$ cat config.mk
export PLATFORM = sky130hd
export DESIGN_NAME = bram_copy_ctrl
export DESIGN_NICKNAME = d
export VERILOG_FILES = /design/src/rtl/bram_ctrl_pkg.sv /design/src/rtl/bram_rd_pipe.sv /design/src/rtl/bram_copy_ctrl.sv
export SDC_FILE = /design/constraint.sdc
export NUM_CORES = 1
export LEC_CHECK = 0
export CAP_MARGIN = 0
export CORE_UTILIZATION = 30
export DETAILED_ROUTE_END_ITERATION = 8
export PLACE_DENSITY_LB_ADDON = 0.12
export SETUP_SLACK_MARGIN = 0.3
export SYNTH_ARGS = -nofsm -noshare
export SYNTH_HDL_FRONTEND = slang
export SYNTH_SLANG_ARGS = --single-unit
$ cat constraint.sdc
create_clock -name BRAM_CLK -period 4 [get_ports BRAM_CLK]
set_input_delay 0.8 -clock BRAM_CLK [delete_from_list [all_inputs] [get_ports BRAM_CLK]]
set_output_delay 0.8 -clock BRAM_CLK [all_outputs]
set_load 0.02 [all_outputs]
$ cat src/rtl/bram_ctrl_pkg.sv
// Shared definitions for the BRAM-to-BRAM copy controller: FSM states and
// write-enable / word-size constants.
package bram_ctrl_pkg;

  typedef enum logic [1:0] {
    IDLE   = 2'd0,
    READ   = 2'd1,
    DRAIN  = 2'd2,
    FINISH = 2'd3
  } state_t;

  localparam int         WORD_BYTES = 4;
  localparam logic [3:0] WE_ALL     = 4'b1111;
  localparam logic [3:0] WE_NONE    = 4'b0000;

endpackage

$ cat src/rtl/bram_rd_pipe.sv
// Tracks in-flight source reads: a LATENCY-deep shift register carrying a
// valid bit and the destination address that the returning word belongs to.
module bram_rd_pipe #(
  parameter int LATENCY = 2,
  parameter int AW      = 15
) (
  input  logic          i_clk,
  input  logic          i_rst_n,
  input  logic          i_flush,
  input  logic          i_valid,
  input  logic [AW-1:0] i_addr,
  output logic          o_valid,
  output logic [AW-1:0] o_addr
);

  logic [LATENCY-1:0]         r_valid;
  logic [LATENCY-1:0][AW-1:0] r_addr;

  // Flush only kills the valid bits; stale addresses are harmless without them.
  always_ff @(posedge i_clk or negedge i_rst_n) begin
    if (!i_rst_n) begin
      r_valid <= '0;
      r_addr  <= '0;
    end else begin
      r_valid[0] <= i_valid && !i_flush;
      r_addr[0]  <= i_addr;
      for (int i = 1; i < LATENCY; i++) begin
        r_valid[i] <= r_valid[i-1] && !i_flush;
        r_addr[i]  <= r_addr[i-1];
      end
    end
  end

  assign o_valid = r_valid[LATENCY-1];
  assign o_addr  = r_addr[LATENCY-1];

endmodule

$ cat src/rtl/bram_copy_ctrl.sv
// Copies word_count 32-bit words from a read-only source BRAM port to a
// destination BRAM port, one read per cycle, ascending addresses with wrap.
module bram_copy_ctrl
  import bram_ctrl_pkg::*;
#(
  parameter int BRAM_ADDR_WIDTH = 15,
  parameter int RD_LATENCY      = 2
) (
  input  logic                       BRAM_CLK,
  input  logic                       BRAM_RSTN,
  input  logic                       start,
  input  logic                       abort,
  input  logic [BRAM_ADDR_WIDTH-1:0] src_base,
  input  logic [BRAM_ADDR_WIDTH-1:0] dst_base,
  input  logic [BRAM_ADDR_WIDTH-2:0] word_count,
  output logic                       busy,
  output logic                       done,
  output logic [BRAM_ADDR_WIDTH-1:0] SRC_ADDR,
  output logic                       SRC_EN,
  input  logic [31:0]                SRC_RDDATA,
  output logic [BRAM_ADDR_WIDTH-1:0] DST_ADDR,
  output logic [31:0]                DST_WRDATA,
  output logic                       DST_EN,
  output logic [3:0]                 DST_WE
);

  localparam int                        AW       = BRAM_ADDR_WIDTH;
  localparam int                        CW       = BRAM_ADDR_WIDTH - 1;
  localparam logic [CW-1:0]             CNT_ONE  = CW'(1);
  localparam logic [AW-1:0]             ADDR_STEP = AW'(WORD_BYTES);
  localparam logic [AW-1:0]             ALIGN_MASK = ~AW'(WORD_BYTES - 1);

  state_t        r_state;
  state_t        w_state_next;
  logic [AW-1:0] r_src_addr;
  logic [AW-1:0] r_dst_addr;
  logic [CW-1:0] r_rd_rem;
  logic [CW-1:0] r_wr_rem;
  logic [AW-1:0] r_dst_hold;
  logic [31:0]   r_data_hold;

  logic          w_start_ok;
  logic          w_issue;
  logic          w_pipe_valid;
  logic [AW-1:0] w_pipe_addr;
  logic          w_wr_fire;

  assign w_start_ok = (r_state == IDLE) && start && !abort;
  assign w_issue    = (r_state == READ) && !abort;
  assign w_wr_fire  = w_pipe_valid && !abort;

  always_comb begin
    w_state_next = r_state;
    case (r_state)
      IDLE: begin
        if (w_start_ok) begin
          w_state_next = (word_count != '0) ? READ : FINISH;
        end
      end
      READ: begin
        if (abort) begin
          w_state_next = IDLE;
        end else if (r_rd_rem == CNT_ONE) begin
          w_state_next = DRAIN;
        end
      end
      DRAIN: begin
        // The final write can only surface here, never while reads are still issuing.
        if (abort) begin
          w_state_next = IDLE;
        end else if (w_wr_fire && (r_wr_rem == CNT_ONE)) begin
          w_state_next = FINISH;
        end
      end
      FINISH:  w_state_next = IDLE;
      default: w_state_next = IDLE;
    endcase
  end

  always_ff @(posedge BRAM_CLK or negedge BRAM_RSTN) begin
    if (!BRAM_RSTN) begin
      r_state     <= IDLE;
      r_src_addr  <= '0;
      r_dst_addr  <= '0;
      r_rd_rem    <= '0;
      r_wr_rem    <= '0;
      r_dst_hold  <= '0;
      r_data_hold <= '0;
    end else begin
      r_state <= w_state_next;
      if (w_start_ok) begin
        r_src_addr <= src_base & ALIGN_MASK;
        r_dst_addr <= dst_base & ALIGN_MASK;
        r_rd_rem   <= word_count;
        r_wr_rem   <= word_count;
      end
      if (w_issue) begin
        r_rd_rem   <= r_rd_rem - CNT_ONE;
        r_dst_addr <= r_dst_addr + ADDR_STEP;
        // Keep SRC_ADDR on the last issued address once reads stop.
        if (r_rd_rem != CNT_ONE) begin
          r_src_addr <= r_src_addr + ADDR_STEP;
        end
      end
      if (w_wr_fire) begin
        r_wr_rem    <= r_wr_rem - CNT_ONE;
        r_dst_hold  <= w_pipe_addr;
        r_data_hold <= SRC_RDDATA;
      end
    end
  end

  bram_rd_pipe #(
    .LATENCY (RD_LATENCY),
    .AW      (AW)
  ) u_rd_pipe (
    .i_clk   (BRAM_CLK),
    .i_rst_n (BRAM_RSTN),
    .i_flush (abort),
    .i_valid (w_issue),
    .i_addr  (r_dst_addr),
    .o_valid (w_pipe_valid),
    .o_addr  (w_pipe_addr)
  );

  assign busy       = (r_state == READ) || (r_state == DRAIN);
  assign done       = (r_state == FINISH);
  assign SRC_EN     = w_issue;
  assign SRC_ADDR   = r_src_addr;
  assign DST_EN     = w_wr_fire;
  assign DST_WE     = w_wr_fire ? WE_ALL : WE_NONE;
  assign DST_ADDR   = w_wr_fire ? w_pipe_addr : r_dst_hold;
  assign DST_WRDATA = w_wr_fire ? SRC_RDDATA : r_data_hold;

endmodule

==> results.yml <==
status:
  status: "finished, final reports clean"
detailed_routing:
  detail-route-antenna-nets: 0
  wire_per_inst_um: 14.9
  vias_per_cell: 4.86
  drtIter0Drc: 285
  dr.pass1.iters: 4
  finalWirelength_mm: 15.9
  vias: 5162
  routed.top_layer: "met4"
  met1_length_mm: 7.46
  drc: 0
  wl_met3_um: 662
  wl_met2_mm: 7.44
job:
  maxCapViolations: 0
yosys:
  yosysTopAreaCellShare: 0.558
  synthCells: 643
  avgSynthCellArea_um2: 9.27
  synth-main-ff-cell: "dfrtp_1"
  yosys-top-cells-area: "dfrtp_1 (56%), nand2_1 (13%), nor2_1 (2.9%)"
  synthArstFlopShare: 1.00
  yosys.area_share.xor_xnor: 0
  yosys_register_bits: 133
  synthSimpleGateAreaFrac: 0.240
  synth_top_family_by_area: "simple AND/OR/NAND/NOR gates"
  synthAdderAreaFrac: 0.0231
  yosysWarnings: 0
  syn_nets: 734
  netlist_area_um2: 5960
  synthMuxAreaShare: 0.0120
  synth_compound_area_frac: 0.133
  ys_types: 49
  synth_edf_count: 0
  synth_top_area_cell: "dfrtp_1"
  yosysSeqAreaShare: 0.558
grt:
  grt_pass1_wl_mm: 25.7
  grt_pass1_vias: 5030
  grt_remaining_overflow: 0
  gr-usage-all-layers: 0.163
  grt_antenna_before_repair: 0
  grt_max_degree: 91
clocking:
  cts_tree: "built"
  cts_resized: 0
  clockRootBuffer: "clkbuf_16"
  cts_buffer_depth: 2
  post_cts_buffers: 0
  clk_pin_slew_ns: 0.06
  clkSinkCount: 133
  clock_latency_ns: 0.42
  cts_hold_buf: 0
  h-tree-depth: 4
  cts_buffers: 17
pwr:
  p_total_w: 0.00634
  p_leak_nw: 3.59
  vdd_ir_drop_max_v: 0.000319
  powerDensity_nw_per_um2: 763
critical_path:
  required_ns: 3.20
  cp_slowest_stage_delay_ns: 0.65
  critical-path-slowest-cell: "clkdlybuf4s50_1"
  cp-end-kind: "output pin"
  crit_fanout: 25
  crit_chain: "clkdlybuf4s50_1, clkinv_1, nand2_1, clkinv_1, buf_4, nor2b_1, clkdlybuf4s50_1"
  worstSetupStartpointType: "input port"
  crit_arrival_ns: 2.70
  crit_type: "input port to output pin"
place:
  place_congestion: 0.806
  dp_slack_ns: 0.459
  hpwl_mm: 11.2
  port-buffer-count: 145
layout:
  areaGrowthSynthToFinish_pct: 39.4
  drive_gt1_frac: 0.0627
  utilization: 0.427
  fin_nets: 878
  n_antenna_cell: 0
timing:
  rsz0062_at_grt: "false"
  drv_slew: 0
  clock_skew_ns: 0.0104
  period_share: 0.876
  slew_headroom: 0.435
  fin_tns_setup_ns: 0
  fin_hold_ws_ns: 0.346
  hold_viol: 0
  clock.fmax_mhz: 285
  worst_slack_ns: 0.497
  finalCriticalPeriod_ns: 3.50
  finalSetupViolCount: 0
  worstMarginPinSlew_ns: 0.848
floorplan:
  core_area_um2: 19500
  io_pins: 150
  die_h_um: 143
  start_util: 0.306
  die_width_um: 143
  rows: 51
  die-area_um2: 20400
hold_path:
  hp-class: "flop to flop"
-- sequential cells by signal, summed over array words and instances, names as in the netlist --
| register | count |
|---|---|
| SRC_ADDR | 15 |
| r_data_hold | 32 |
| r_dst_addr | 13 |
| r_dst_hold | 15 |
| r_rd_rem | 14 |
| r_state | 2 |
| r_wr_rem | 14 |
| u_rd_pipe.o_addr | 13 |
| u_rd_pipe.r_addr | 13 |
| u_rd_pipe.r_valid | 2 |
-- final cells by class --
| type | instances | area (um2) |
|---|---|---|
| tap | 265 | 332 |
| clock inverter | 9 | 143 |
| clock buffer | 21 | 470 |
| timing repair buffer | 159 | 1560 |
| sequential | 133 | 3330 |
| multi-input combinational | 463 | 2430 |
| inverter | 13 | 48.8 |
| fill | 1905 | 11200 |
-- per-layer routing --
| layer | vias to the layer above | global-route usage |
|---|---|---|
| met3 | 21 | 0.0332 |
| li1 | 2514 | - |
| met1 | 2491 | 0.214 |
| met4 | 0 | 0.0685 |
| met2 | 136 | 0.261 |
| met5 | - | 0 |
-- report_power, final --
part	total [W]	internal (W)	switching [W]
combinational	0.00237	0.00107	0.00130
sequential	0.00235	0.00193	0.000415
clock	0.00162	0.00103	0.000590
total	0.00634	0.00403	0.00231
-- critical path, delay by kind of cell --
| kind | cells | cell delay [ns] |
|---|---|---|
| buffers and inverters | 5 | 1.57 |
| and+or+nand+nor | 2 | 0.33 |
-- through the flow --
step           std cells  instance area (um2)
3_5_place_dp        1033                 7690
3_3_place_gp        1033                 7690
6_report            1063                 8310
2_1_floorplan        643                 5960
4_1_cts             1063                 8310
5_1_grt             1063                 8310
-- placed cells by master, fill, tap and decap left out, drive strengths merged, types with 5 or more instances in the layout --
master	Yosys	layout
o211ai	7	7
mux2i	6	6
nand2b	5	5
or3	5	5
a221o	5	5
a211oi	13	13
nor2b	5	5
dfrtp	133	133
a311oi	9	9
buf	13	15
ha	11	11
clkbuf	21	21
nor4	9	9
nor2	46	46
nor3	18	18
a21oi	34	34
o22ai	12	12
or4	6	6
clkdlybuf4s50	0	144
o21ai	19	19
nand3	15	15
inv	12	15
nand2	200	200
-- cells by family after synthesis --
| family | after synthesis |
|---|---|
| flip-flops | 133 |
| AO/OA/AOI/OAI | 117 |
| buffers and inverters | 47 |
| multiplexers | 7 |
| AND/OR/NAND/NOR | 328 |
| adder cells (fa/ha/maj) | 11 |
-- final timing paths --
kind                                     start             endpoint  slack [ns]  cells after the start
min in group asynchronous            BRAM_RSTN      r_data_hold[23]        0.46                      1
setup / recovery                         abort          DST_ADDR[0]        0.50                      7
hold / removal             u_rd_pipe.r_addr[4]  u_rd_pipe.o_addr[4]        0.35                      0
hold reg to reg            u_rd_pipe.r_addr[4]  u_rd_pipe.o_addr[4]        0.35                      0
setup reg to reg                   r_rd_rem[1]         SRC_ADDR[14]        1.13                      7
max in group asynchronous            BRAM_RSTN      r_data_hold[15]        2.72                      2
-- synthesized netlist by cell type, types with 7 or more instances --
master / n
clkbuf_1: 21
nand3_1: 15
a311oi_1: 9
nor4_1: 9
ha_1: 11
nor2_1: 46
o22ai_1: 12
nand2_1: 199
dfrtp_1: 133
a211oi_1: 13
o211ai_1: 7
o21ai_0: 19
a21oi_1: 34
nor3_1: 18
inv_1: 12
Note: power is estimated with default switching activity, not from simulation.
